## src/rtl/div_unit.sv

```systemverilog
// Signed 32-bit restoring divider with MIPS DIV semantics: quotient to lo, remainder to hi.
// 32 iterations on magnitudes, then a sign fix-up cycle. Divide-by-zero raises a one-cycle exception.
module div_unit (
  input  logic        clock,
  input  logic        reset,
  input  logic        start,
  input  logic [31:0] a,
  input  logic [31:0] b,
  output logic [31:0] hi,
  output logic [31:0] lo,
  output logic        busy,
  output logic        done,
  output logic        div_zero
);

  typedef enum logic [2:0] {IDLE, RUN, FIX, DONE, DZ} state_t;

  state_t      state_q, state_d;
  logic [31:0] divisor_q, divisor_d;
  logic [31:0] quo_q, quo_d;
  logic [32:0] rem_q, rem_d;
  logic [4:0]  cnt_q, cnt_d;
  logic        signQ_q, signQ_d;
  logic        signR_q, signR_d;
  logic [31:0] hi_q, hi_d;
  logic [31:0] lo_q, lo_d;
  logic        busy_q, busy_d;
  logic        done_q, done_d;
  logic        dz_q, dz_d;

  logic [33:0] remShift;
  logic [33:0] trial;
  logic [31:0] absA;
  logic [31:0] absB;

  assign absA     = a[31] ? (~a + 32'd1) : a;
  assign absB     = b[31] ? (~b + 32'd1) : b;
  assign remShift = {rem_q, quo_q[31]};
  assign trial    = remShift - {2'b00, divisor_q};

  always_comb begin
    state_d   = state_q;
    divisor_d = divisor_q;
    quo_d     = quo_q;
    rem_d     = rem_q;
    cnt_d     = cnt_q;
    signQ_d   = signQ_q;
    signR_d   = signR_q;
    hi_d      = hi_q;
    lo_d      = lo_q;
    case (state_q)
      IDLE: begin
        if (start) begin
          if (b != 32'd0) begin
            divisor_d = absB;
            quo_d     = absA;
            signQ_d   = a[31] ^ b[31];
            signR_d   = a[31];
            rem_d     = 33'd0;
            cnt_d     = 5'd0;
            state_d   = RUN;
          end else begin
            state_d = DZ;
          end
        end
      end
      RUN: begin
        // Restoring step: keep the trial difference only when it did not go negative
        if (!trial[33]) begin
          rem_d = trial[32:0];
          quo_d = {quo_q[30:0], 1'b1};
        end else begin
          rem_d = remShift[32:0];
          quo_d = {quo_q[30:0], 1'b0};
        end
        cnt_d = cnt_q + 5'd1;
        if (cnt_q == 5'd31) begin
          state_d = FIX;
        end
      end
      FIX: begin
        hi_d    = signR_q ? (~rem_q[31:0] + 32'd1) : rem_q[31:0];
        lo_d    = signQ_q ? (~quo_q + 32'd1) : quo_q;
        state_d = DONE;
      end
      DONE:    state_d = IDLE;
      DZ:      state_d = IDLE;
      default: state_d = IDLE;
    endcase
  end

  // Status flags are flops; done/div_zero are timed off the state being left
  always_comb begin
    busy_d = (state_d == RUN) || (state_d == FIX);
    done_d = (state_q == FIX) || (state_q == DZ);
    dz_d   = (state_q == DZ);
  end

  always_ff @(posedge clock or posedge reset) begin
    if (reset) begin
      state_q   <= IDLE;
      divisor_q <= 32'd0;
      quo_q     <= 32'd0;
      rem_q     <= 33'd0;
      cnt_q     <= 5'd0;
      signQ_q   <= 1'b0;
      signR_q   <= 1'b0;
      hi_q      <= 32'd0;
      lo_q      <= 32'd0;
      busy_q    <= 1'b0;
      done_q    <= 1'b0;
      dz_q      <= 1'b0;
    end else begin
      state_q   <= state_d;
      divisor_q <= divisor_d;
      quo_q     <= quo_d;
      rem_q     <= rem_d;
      cnt_q     <= cnt_d;
      signQ_q   <= signQ_d;
      signR_q   <= signR_d;
      hi_q      <= hi_d;
      lo_q      <= lo_d;
      busy_q    <= busy_d;
      done_q    <= done_d;
      dz_q      <= dz_d;
    end
  end

  assign hi       = hi_q;
  assign lo       = lo_q;
  assign busy     = busy_q;
  assign done     = done_q;
  assign div_zero = dz_q;

endmodule

```

## config.mk

```make
export PLATFORM = sky130hd
export DESIGN_NAME = div_unit
export DESIGN_NICKNAME = d
export VERILOG_FILES = /design/src/rtl/div_unit.sv
export SDC_FILE = /design/constraint.sdc
export NUM_CORES = 1
export LEC_CHECK = 0
export BUFFER_PORTS_ARGS = -buffer_cell sky130_fd_sc_hd__buf_2
export CORE_MARGIN = 2
export CORE_UTILIZATION = 50
export DETAILED_ROUTE_END_ITERATION = 12
export GPL_TIMING_DRIVEN = 0
export PLACE_DENSITY_LB_ADDON = 0.2
export SYNTH_ARGS = -nofsm -noshare
export SYNTH_HDL_FRONTEND = slang
export SYNTH_SLANG_ARGS = --single-unit
```

## constraint.sdc

```tcl
create_clock -name clock -period 6.4 [get_ports clock]
set_clock_uncertainty 0.2 [all_clocks]
set_input_delay 0.64 -clock clock [delete_from_list [all_inputs] [get_ports clock]]
set_output_delay 0.64 -clock clock [all_outputs]
set_load 0.005 [all_outputs]
```

Word level (Yosys, flattened, before mapping)
Cells that the tools add are included.
- word-level logic and storage cells: 57
- register bits after elaboration: 174
- output and inout port bits: 67
- equality and inequality tests: 8
- reduce and logical (&&, ||, !) cells: 7
- bitwise operators: 5
- add/subtract/negate cells: 6
- multiplexer cells: 19
- operator list (kind ; count):
    $mux 32 ; 6
    $add 32x1->32 const B ; 4
    $not 32->32 ; 4
    $mux 33 ; 3
    $pmux 33 s2 ; 1
    $pmux 32 s2 ; 1
    $sub 34x32->34 ; 1
    $reduce_bool 32->1 ; 1
    $mux 5 ; 2
    $pmux 5 s2 ; 1
    $mux 3 ; 3
    $pmux 3 s3 ; 1
    $eq 3x1->1 const B ; 2
    $eq 3x2->1 const B ; 2
    $reduce_and 3->1 ; 2
    $add 5x1->5 const B ; 1
    $eq 5x5->1 const B ; 1
    $ne 2x2->1 const B ; 2
    $eq 3x3->1 const B ; 1
    $logic_not 3->1 ; 1
    $logic_or 1x1->1 ; 2
    $reduce_bool 2->1 ; 1
    $mux 1 ; 1
    $xor 1x1->1 ; 1

Depth between registers and ports, before layout
Gate-level depths: netlist of the first run.
- depth in word-level cells: 6
- gate-level depth with buffers: 13
- mapped depth without buffers: 13

Worst setup path after synthesis of the first run
No wires, ideal clock.
- path kind: register -> register
- start point: register quo_q[31]
- end point: register rem_q[26]
- path buffers: 0
- setup time: 133 ps
- arrival: 2801 ps
- cell stages (with the launch flop): 14
- data required time: 6067 ps
- setup slack: 3266 ps
- period minus slack after synthesis: 3134 ps
- path through: dfrtp_1 inv_1 ha_1 inv_1 fa_1 a21o_1 a221oi_1 nand4_1 a211oi_1 o21a_1 nand2b_1 a31oi_1 xor2_1 o31ai_1
- cells in the longest elaborated chain, start to end: 3
- RTL lines (element ; line ; RTL):
    start, declared ; 20 ; logic [31:0] quo_q, quo_d;
    start signal, assigned ; 116 ; quo_q <= quo_d;
    $sub 34x32->34 ; 39 ; assign trial = remShift - {2'b00, divisor_q};
    $mux 33 ; 69 ; if (!trial[33]) begin
    $pmux 33 s2 ; 51 ; case (state_q)
    end signal, assigned ; 117 ; rem_q <= rem_d;
    end, declared ; 21 ; logic [32:0] rem_q, rem_d;
No other way between the ends.
A chain may end at the register's enable or synchronous reset.

Worst setup path after layout of the first run
- start point: register rem_q[13]
- end point: register rem_q[30]
- cells in the longest elaborated chain, start to end: 3
- RTL lines (element ; line):
    $sub 34x32->34 ; 39
    $mux 33 ; 69
    $pmux 33 s2 ; 51
No other way between the ends.

==> key figures, run 1 <==
Global routing
  – First-pass GRT wire length: 48.96 mm
  – Total track usage: a little over a quarter
  – Initial antenna violation count: 0
  – Total congestion overflow: 0
  – Vias in the first global route: 9,232
  – Largest net degree at the start of global routing: 130

Power and ir drop
  – Sw Pwr: approximately 3100 uW
  – Maximum vdd drop: approximately 0.3 mV
  – Leak: 0.005777 uW
  – Flop pwr share: between 20% and 30%
  – Combinational Power Share: 56.0%
  – P_int: around 3700 uW
  – Ratio of total power to cell area: 546.0 mW/mm^2
  – Sw frac: 45.48%
  – Clock share of power: 15.2%

Final layout
  – Post-layout net count: between 1,000 and 1,500
  – Syn-to-layout area delta: 14.98%
  – Layout Utilization: between 50% and 60%
  – # diodes: 0
  – Layout cells sized above 1: between 10% and 20%
  – Final non-filler cell total: approximately 1,700

Synth
  – FFs w/ async S/R, synth: 100.0%
  – Syn Nets: 1,338
  – Top_reg_cell synth: dfrtp_1
  – Synthesized area per cell: approximately 8.9 sq um
  – Synth cell types: 64
  – Top cells by count, synth: dfrtp_1 (174), nand2_1 (174), o21ai_0 (170), xor2_1 (97), nor2_1 (54)
  – Post-synth top area share: a little under 40%
  – Share of the yosys chip area belonging to registers: about 40%
  – Post-synth EDFFs: 0
  – Mapped cell area: 0.01095 sq mm
  – FF+latch count, synth: 174
  – Cells after Synth: 1,232
  – Post-synth top area cell: dfrtp_1
  – Top cells by area, synth: dfrtp_1 (40%), o21ai_0 (7.8%), xor2_1 (7.8%)
  – Yosys warning total: 0

Timing
  – Slew Limit Fails: 0
  – Worst-margin pin slew: approximately 0.84 ns
  – Final min period: around 4.0 ns
  – Final setup viols: 0
  – Worst setup margin: 2.430 ns
  – Slew HR: 43.95%
  – Unrepaired setup endpoints after global routing: no
  – Ratio of final minimum period to clock period: between 60% and 70%
  – Final Hold Vio Count: 0
  – Peak Freq: between 200 and 300 MHz

Route
  – DRC Markers: 0
  – WL/cell: 17.89 um
  – Final wirelength: between 30 and 40 mm
  – First-pass DRT Iterations: 5
  – DRT iter0 DRCs: about 600
  – Detail Route Antenna Nets: 0
  – Number of vias per cell: 5.778
  – Via Count: between 9,000 and 10,000

CTS
  – Post-CTS setup repair buffer count: 0
  – CTS buffer count: 17
  – CTS Root Cell: clkbuf_16
  – CTS Hold Bufs: 1
  – Worst-Skew Late Latency: around 0.44 ns
  – Clock Pin Slew Worst Setup and Hold Paths: approximately 0.070 ns
  – CTS sink cnt: between 150 and 200
  – Post-CTS Resized: 0
  – CTS tree: built
  – Max Buffers Root-to-Sink: 2
  – H-tree levels: 4

Critical path
  – Worst setup SP type: flip-flop
  – Crit path required time: 6.55 ns
  – Crit path kind: reg -> reg
  – Worst EP arrival: 4.12 ns
  – Critical path peak fanout: 10
  – R2R setup slack: 2.43 ns
  – Worst Setup End Kind: flip-flop
  – Worst r2r src: rem_q[13]
  – RR Endpoint: rem_q[30]
  – Worst Reg-to-Reg Cells: 11

Min path
  – Worst min-delay path startpoint: lo[21]
  – Hold/Removal Path Class: reg -> reg
  – Hold depth: 2
  – Min-Delay Endpoint: lo[21]

Placement
  – Dpl ws: 2.490 ns
  – Gp weighted congestion: 0.9530
  – I/O Buffers: roughly 130
  – DP Cell Count: around 1,600
  – Placed wire-length estimate: about 23 mm

Floorplan
  – DIE AREA: between 0.02 and 0.025 sq mm
  – Die width: roughly 150 um
  – Row cnt: 54
  – Initial core utilization: between 50% and 60%
  – Die height: 152.0 um
  – Placeable Area: roughly 0.022 sq mm
  – Top-level I/O count: 134

Job
  – Maxcap violations: 0

Outcome
  – Status: completed
## layer usage
layer	track usage (%)	vias up	share of wire, %	wire [um]
met4	7.610	0	2.0	609
met3	4.849	39	5.4	1623
met2	42.73	296	47	14220
met5	0	-	0	0
li1	-	4705	-	-
met1	36.10	4655	45	13570
## stage by stage
stage                     power, uW  instance area [sq um]  hold slack (ns)  setup TNS (ns)
after detailed placement       5787                  12000           0.2653               0
final                          6874                  12590           0.2726               0
after CTS                      6847                  12590           0.2810               0
after floorplan                4826                  10950           0.2498               0
after global placement         5723                  11960           0.2585         -197.54
after global routing           7458                  12590           0.3001               0
## cell usage in the layout (no fill, tap or decap), types with 6 or more instances in the layout
cell type and count:
a211oi_1 7, a21o_1 22, a21oi_1 51, a221o_1 12, a22oi_1 18, a31oi_1 7
a32oi_1 7, and2_1 6, buf_2 145, clkbuf_1 41, clkbuf_16 17, dfrtp_1 174
ha_1 38, inv_1 46, mux2i_1 26, nand2_1 174, nand2b_1 14, nand3_1 14
nand4_1 6, nor2_1 54, nor2b_1 7, nor3_1 12, o211ai_1 6, o21a_1 9
o21ai_0 170, o31ai_1 31, o41ai_1 13, or2_2 8, or3_1 24, or4_1 11
xnor2_1 50, xor2_1 97
## registers in the layout (all words and copies together), names as in the netlist, 3 cells and up
| name | cells |
|---|---|
| cnt_q | 5 |
| lo | 32 |
| hi | 32 |
| quo_q | 32 |
| rem_q | 33 |
| divisor_q | 32 |
| state_q | 3 |
## area by class of cell
| type | count | area [sq um] |
|---|---|---|
| Multi-Input combinational cell | 954 | 6178 |
| Clock buffer | 19 | 452.9 |
| Sequential cell | 174 | 4354 |
| Buffer | 57 | 241.5 |
| Clock inverter | 13 | 131.4 |
| Inverter | 47 | 183.9 |
| Fill cell | 1989 | 9097 |
| Timing Repair Buffer | 134 | 698.2 |
| Tap cell | 280 | 350.3 |
## cell families (layout without fill, tap and decap cells)
group | after synthesis | in the layout | share of synthesized area [%]
and+or+nand+nor | 358 | 358 | 15.60
buffers and inverters | 104 | 270 | 3.816
muxes | 27 | 27 | 2.479
adders and majority gates | 39 | 39 | 4.525
DFF | 174 | 174 | 39.76
xor gates and xnor gates | 148 | 148 | 12.01
AOI/OAI and AO/OA | 382 | 382 | 21.81
## power groups by stage
stage	Sequential (uW)	Clock (uW)	Combinational, uW
6_report	1980	1040	3850
3_3_place_gp	1980	0	3740
5_1_grt	2050	1100	4320
3_5_place_dp	1990	0	3800
4_1_cts	1970	1050	3820
2_1_floorplan	1860	0	2970
## worst max-delay path: stages (launching register included)
cell,delay [ns]
dfrtp_1,0.49
ha_1,0.43
nand2_1,0.15
nor2_1,0.21
nand4_1,0.15
a211oi_1,0.52
nor2_1,0.17
o21ai_2,0.31
xor2_4,0.51
buf_4,0.32
nand2_1,0.17
o21ai_0,0.23
## worst max path at each step
stage | from | endpoint | slack (ns)
after global routing | rem_q[14] | rem_q[23] | 2.22
after global placement | reset | hi[28] | -1.15
after CTS | rem_q[13] | rem_q[30] | 2.46
after floorplan | reset | busy | 0.84
final | rem_q[13] | rem_q[30] | 2.43
after detailed placement | rem_q[13] | rem_q[30] | 2.49
Note: power is estimated with default switching activity, not from simulation.
==> run 2: changes to the inputs <==
- clock period: 6.4 -> 3.6 ns (I/O delays scaled with it)
==> run 2 against run 1 <==
Compared with the run above: non-clock buffer count grew 7; hold slack lost 0.25 ns; first-iteration DRC count grew 20%; flip-flop and latch count is the same; power grew 85%; clock power grew 100%; utilization grew 0.99 points; routed wire length grew 2.0%; count of clock-buffer cells in the layout shrank 1; critical path depth grew 1; critical path type unchanged; largest power group unchanged; highest routed layer unchanged.
==> key figures, run 2 (synthesized netlist as in run 1, its figures left out) <==
Route
  – DR WL met2: 14.39 mm (+1.2%)
  – DRC Markers: 0 (unchanged)
  – Detail Route Antenna Nets: 0 (unchanged)
  – WL/cell: 18.17 um (+1.5%)
  – Via Count: 9,787 (+0.95%)
  – Number of vias per cell: 5.808 (+0.53%)
  – Top Metal Used: met4
  – DRT met1 WL: 13.97 mm (+3.0%)
  – DRT iter0 DRCs: 720 (+20%)
  – DR WL met3: 1.540 mm (-5.1%)
  – First-pass DRT Iterations: 5 (unchanged)
  – Final wirelength: 30.61 mm (+2.0%)

Power and ir drop
  – P_int: 7019 uW (+87%)
  – Total power: 12,690 uW (+85%)
  – Flop pwr share: 27.7% (-1.1 points)
  – Maximum vdd drop: 0.4010 mV (+33%)
  – Leak: 0.005878 uW (+1.8%)
  – Combinational Power Share: 55.6% (-0.4 points)
  – Clock share of power: 16.6% (+1.4 points)
  – Sw Pwr: 5675 uW (+82%)
  – Ratio of total power to cell area: 991.3 mW/mm^2 (+82%)
  – Sw frac: 44.71% (-0.77 points)

Placement
  – Placed inst area: 0.01207 sq mm (+0.57%)
  – Gp weighted congestion: 0.9142 (-4.1%)
  – Placed wire-length estimate: 23.29 mm (+1.4%)
  – Dpl ws: -0.2752 ns (-2.765 ns)
  – I/O Buffers: 132 (unchanged)

Critical path
  – Crit path buf inv count: 2 (+1)
  – Worst r2r src: rem_q[5]
  – Worst Setup End Kind: flip-flop
  – Crit path required time: 3.75 ns (-2.80 ns)
  – Worst setup SP type: flip-flop
  – R2R setup slack: 0.16 ns (-2.27 ns)
  – RR Endpoint: rem_q[30]
  – CP startpoint: rem_q[5]
  – Worst EP arrival: 3.60 ns (-0.52 ns)
  – Max incr delay on CP: 0.46 ns (-0.06 ns)
  – CP Cell Sequence: ha_1 -> a21oi_1 -> nor2_1 -> o41ai_2 -> a211oi_2 -> nor2_1 -> o21ai_2 -> buf_4 -> xor2_4 -> buf_4 -> nand2_1 -> o21ai_0
  – Crit path kind: reg -> reg
  – Worst Reg-to-Reg Cells: 12 (+1)
  – Slowest CP cell: dfrtp_1
  – Critical path peak fanout: 10 (unchanged)
  – Critical path's top delay family: compound AO/OA/AOI/OAI gates

Timing
  – Ratio of final minimum period to clock period: 95.67% (+34 points)
  – Worst-margin pin slew: 0.8301 ns (-0.01064 ns)
  – Final min period: 3.444 ns (-0.5258 ns)
  – Slew Limit Fails: 0 (unchanged)
  – Final Hold Vio Count: 0 (unchanged)
  – Slew HR: 44.66% (+0.71 points)
  – Peak Freq: 290.4 MHz (+15%)
  – Final setup viols: 0 (unchanged)
  – Setup TNS: 0 ns (unchanged)
  – Worst setup margin: 0.1561 ns (-2.274 ns)

CTS
  – CTS buffer count: 17 (unchanged)
  – Clock Pin Slew Worst Setup and Hold Paths: 0.07 ns (about the same)
  – CTS sink cnt: 174 (unchanged)
  – Max Buffers Root-to-Sink: 2 (unchanged)
  – CTS tree: built
  – H-tree levels: 4 (unchanged)
  – Worst-Skew Late Latency: 0.44 ns (about the same)
  – CTS Root Cell: clkbuf_16

Global routing
  – Initial antenna violation count: 0 (unchanged)
  – Total congestion overflow: 0 (unchanged)
  – Total track usage: 26.67% (+0.39 points)
  – Vias in the first global route: 9,429 (+2.1%)
  – First-pass GRT wire length: 49.68 mm (+1.5%)
  – Largest net degree at the start of global routing: 40 (-69%)

Floorplan
  – Row cnt: 54 (unchanged)
  – DIE AREA: 0.02310 sq mm (unchanged)
  – Initial core utilization: 50.49% (unchanged)
  – Die height: 152.0 um (unchanged)
  – Die width: 152.0 um (unchanged)
  – Placeable Area: 0.02169 sq mm (unchanged)
  – Top-level I/O count: 134 (unchanged)

Job
  – Maxcap violations: 0 (unchanged)

Min path
  – Hold/Removal Path Class: in -> reg
  – Worst min-delay path startpoint: b[0]
  – Min-Delay Endpoint: divisor_q[0]
  – Hold depth: 3 (+1)

Final layout
  – Layout cells sized above 1: 15.80% (+0.85 points)
  – # diodes: 0 (unchanged)
  – Largest Register: rem_q
  – Layout Utilization: 59.04% (+0.99 points)
  – Commonest non-fill, non-tap cells in the layout: nand2_1 (174), dfrtp_1 (174), o21ai_0 (170), buf_2 (145), xor2_1 (97)
  – Final Instance Area: 0.01280 sq mm (+1.7%)
  – Syn-to-layout area delta: 16.93%
  – Max FFs per register: 33 (unchanged)
  – Post-layout net count: 1,498 (+0.47%)

Outcome
  – Status: completed
run 2: cell count changes in the layout (fill, tap and decap cells not counted), moves of 2 or more:
cell	before	now
buf_12	0	5
clkinv_4	5	0
bufinv_16	1	5
inv_6	3	7
buf_4	1	4
a211oi_1	7	5
a211oi_2	0	2
inv_8	2	0
run 2: power by group through the flow:
stage	Sequential [uW]	Clock, uW	Combinational (uW)
2_1_floorplan	3300	0	5280
3_3_place_gp	3510	0	6670
3_5_place_dp	3520	0	6780
4_1_cts	3490	2140	6930
5_1_grt	3620	2210	7850
6_report	3520	2110	7060
run 2: what timing repair did:
item / CTS / global route
endpoints found under the hold margin: 78 / 0
setup buffers: 2 / 1
hold buffers: 1 / 0
endpoints found under the setup margin: 27 / 27
gates resized for setup: 4 / 4
pin swaps: 0 / 2
run 2: worst register-to-register path, delay by kind of cell, from the launching register on:
kind                     cells  cell delay, ns
buffers and inverters        2            0.42
XOR/XNOR                     1            0.21
AO/OA/AOI/OAI                5            1.12
flip-flops                   1            0.46
AND/OR/NAND/NOR              3            0.54
adder cells (fa/ha/maj)      1            0.41
run 2: worst max-delay path by stage:
stage	slack (ns)	to	cells past startpoint
final	0.16	rem_q[30]	12
after global routing	-0.01	rem_q[15]	12
after CTS	0.08	rem_q[28]	12
after detailed placement	-0.28	rem_q[6]	11
after global placement	-0.32	hi[26]	2
after floorplan	0.47	rem_q[26]	13
run 2: per-stage QoR:
stage	instances	hold WS [ns]
after global routing	1685	0.05237
final	1685	0.02744
after global placement	1644	0.2577
after floorplan	1232	0.2498
after CTS	1684	0.02113
after detailed placement	1649	0.1091
run 2: metal layers:
layer / global-route usage (%) / vias to the layer above
met5: 0 / -
met3: 3.908 / 39
met1: 37.15 / 4716
li1: - / 4730
met4: 8.589 / 0
met2: 43.11 / 302
run 2: cell type report:
type                            count  area, sq um
Timing Repair Buffer              141        793.3
Tap cell                          280        350.3
Clock inverter                     14        224.0
Buffer                             57        242.7
Multi-Input combinational cell    954         6221
Fill cell                        1984         8884
Clock buffer                       18        439.2
Sequential cell                   174         4354
Inverter                           47        180.2
==> run 3: changes to the inputs <==
- PLACE_DENSITY_LB_ADDON: 0.2 -> 0.25
==> run 3 against run 2 <==
Compared with the run above: critical path depth shrank 1; largest cell class unchanged; design area shrank 0.40%; largest power group unchanged; highest routed layer unchanged; sequential power is essentially flat.
==> key figures, run 3 (synthesized netlist as in run 1, its figures left out) <==
Critical path
  – Crit path buf inv count: 1 (-1)
  – Slowest CP cell: o41ai_2
  – CP Cell Sequence: ha_1 -> a21oi_1 -> nor2_1 -> o41ai_2 -> a211oi_4 -> nor2_1 -> o21ai_4 -> xor2_4 -> buf_4 -> nand2_1 -> o21ai_0
  – Critical path peak fanout: 10 (unchanged)
  – Worst setup SP type: flip-flop
  – Most frequent cell on the critical path: nor2_1
  – Max incr delay on CP: 0.52 ns (+0.06 ns)
  – Worst EP arrival: 3.51 ns (-0.09 ns)
  – Critical path's top delay family: compound AO/OA/AOI/OAI gates
  – Crit path required time: 3.74 ns (about the same)
  – Crit path kind: reg -> reg
  – Worst Setup End Kind: flip-flop

CTS
  – CTS buffer count: 17 (unchanged)
  – CTS tree: built
  – H-tree levels: 4 (unchanged)
  – CTS Root Cell: clkbuf_16
  – Max Buffers Root-to-Sink: 2 (unchanged)
  – CTS sink cnt: 174 (unchanged)
  – Clock Pin Slew Worst Setup and Hold Paths: 0.07 ns (about the same)
  – Worst-Skew Late Latency: 0.43 ns (about the same)

Floorplan
  – Placeable Area: 0.02169 sq mm (unchanged)
  – Die width: 152.0 um (unchanged)
  – DIE AREA: 0.02310 sq mm (unchanged)
  – Top-level I/O count: 134 (unchanged)
  – Die height: 152.0 um (unchanged)
  – Row cnt: 54 (unchanged)
  – Initial core utilization: 50.49% (unchanged)

Timing
  – Setup TNS: 0 ns (unchanged)
  – Worst hold slack: 0.03747 ns (+0.01003 ns)
  – Final min period: 3.372 ns (-0.07242 ns)
  – Worst-margin pin slew: 0.9505 ns (+0.1204 ns)
  – Final setup viols: 0 (unchanged)
  – Slew HR: 36.63% (-8.0 points)
  – Ratio of final minimum period to clock period: 93.65% (-2.0 points)
  – Final Hold Vio Count: 0 (unchanged)
  – Slew Limit Fails: 0 (unchanged)
  – Peak Freq: 296.6 MHz (+2.1%)

Outcome
  – Status: completed

Route
  – Via Count: 9,729 (-0.59%)
  – DRC Markers: 0 (unchanged)
  – Number of vias per cell: 5.777 (-0.53%)
  – Final wirelength: 30.48 mm (-0.43%)
  – First-pass DRT Iterations: 5 (unchanged)
  – Detail Route Antenna Nets: 0 (unchanged)
  – WL/cell: 18.10 um (-0.37%)
  – DRT iter0 DRCs: 764 (+6.1%)

Final layout
  – Fillers: 1,955 (-1.5%)
  – Layout cells sized above 1: 16.10% (+0.30 points)
  – Layout Utilization: 58.80% (-0.24 points)
  – Area of the multi-input gates: 0.006251 sq mm (+0.48%)
  – Final non-filler cell total: 1,684 (-0.059%)
  – Post-layout net count: 1,497 (-0.067%)
  – Commonest non-fill, non-tap cells in the layout: nand2_1 (174), dfrtp_1 (174), o21ai_0 (170), buf_2 (145), xor2_1 (97)
  – # diodes: 0 (unchanged)
  – Max FFs per register: 33 (unchanged)
  – Syn-to-layout area delta: 16.46%
  – Register area: 0.004354 sq mm (unchanged)
  – Largest Register: rem_q

Min path
  – Hold/Removal Path Class: in -> reg

Power and ir drop
  – Flop pwr share: 28.0% (+0.3 points)
  – Ratio of total power to cell area: 981.5 mW/mm^2 (-0.99%)
  – P_int: 6861 uW (-2.3%)
  – Combinational Power Share: 56.8% (+1.2 points)
  – Clock share of power: 15.2% (-1.4 points)
  – Sw Pwr: 5657 uW (-0.32%)
  – Leak: 0.005833 uW (-0.77%)
  – Sw frac: 45.19% (+0.49 points)
  – Maximum vdd drop: 0.5262 mV (+31%)

Global routing
  – Vias in the first global route: 9,472 (+0.46%)
  – Largest net degree at the start of global routing: 43 (+7.5%)
  – First-pass GRT wire length: 49.98 mm (+0.60%)
  – Total track usage: 26.68% (about the same)
  – Total congestion overflow: 0 (unchanged)
  – Initial antenna violation count: 0 (unchanged)

Placement
  – DP Cell Count: 1,648 (-0.061%)
  – Placed wire-length estimate: 23.27 mm (about the same)
  – I/O Buffers: 132 (unchanged)
  – Gp weighted congestion: 0.9057 (-0.93%)

Job
  – Maxcap violations: 0 (unchanged)
[run 3: area by class of cell]
class | instances | share of cell area (%)
Clock inverter | 11 | 1.030
Sequential cell | 174 | 34.14
Timing Repair Buffer | 140 | 6.063
Inverter | 47 | 1.413
Buffer | 57 | 1.903
Multi-Input combinational cell | 954 | 49.01
Tap cell | 280 | 2.747
Clock buffer | 21 | 3.689
[run 3: repair_timing]
action / 4_1_cts / 5_1_grt
setup buffers: 2 / 1
hold buffers: 1 / 0
setup endpoints to repair: 28 / 34
hold endpoints to repair: 18 / 0
resized for setup: 3 / 12
pin swaps: 0 / 7
[run 3: power by group through the flow]
stage | registers (uW) | clock network (uW) | logic, uW
final | 3510 | 1900 | 7110
after floorplan | 3300 | 0 | 5280
after global placement | 3500 | 0 | 6700
after global routing | 3620 | 2000 | 7910
after CTS | 3490 | 1910 | 6940
after detailed placement | 3510 | 0 | 6810
[run 3: path summary, 6_finish.rpt]
path	depth (start not counted)	end	startpoint	slack (ns)
worst max-delay path	11	rem_q[30]	rem_q[5]	0.23
worst min-delay path	3	divisor_q[0]	b[0]	0.04
worst max register to register	11	rem_q[30]	rem_q[5]	0.23
worst min register to register	2	lo[19]	lo[19]	0.27
max in group asynchronous	5	rem_q[24]	reset	2.03
min in group asynchronous	3	hi[6]	reset	0.32
[run 3: per-stage QoR]
stage | setup slack, ns | area, sq um | power (uW)
global route | -0.01276 | 12750 | 13530
CTS | 0.002667 | 12690 | 12340
global placement | -0.2698 | 11970 | 10190
finish | 0.2285 | 12750 | 12520
floorplan | 0.4660 | 10950 | 8580
detailed placement | -0.2523 | 12050 | 10330
[run 3: metal layers]
layer / up-vias / share of wire (%) / track usage, % / wire [um]
li1: 4709 / - / - / -
met1: 4679 / 45 / 37.01 / 13750
met2: 304 / 47 / 43.74 / 14340
met3: 37 / 5.5 / 3.736 / 1667
met4: 0 / 2.4 / 8.011 / 726
met5: - / 0 / 0 / 0
[run 3: worst reg2reg max path: stages (launching register included)]
cell and delay, ns:
dfrtp_1 0.46, ha_1 0.40, a21oi_1 0.18, nor2_1 0.07
o41ai_2 0.52, a211oi_4 0.15, nor2_1 0.27, o21ai_4 0.13
xor2_4 0.22, buf_4 0.26, nand2_1 0.19, o21ai_0 0.23
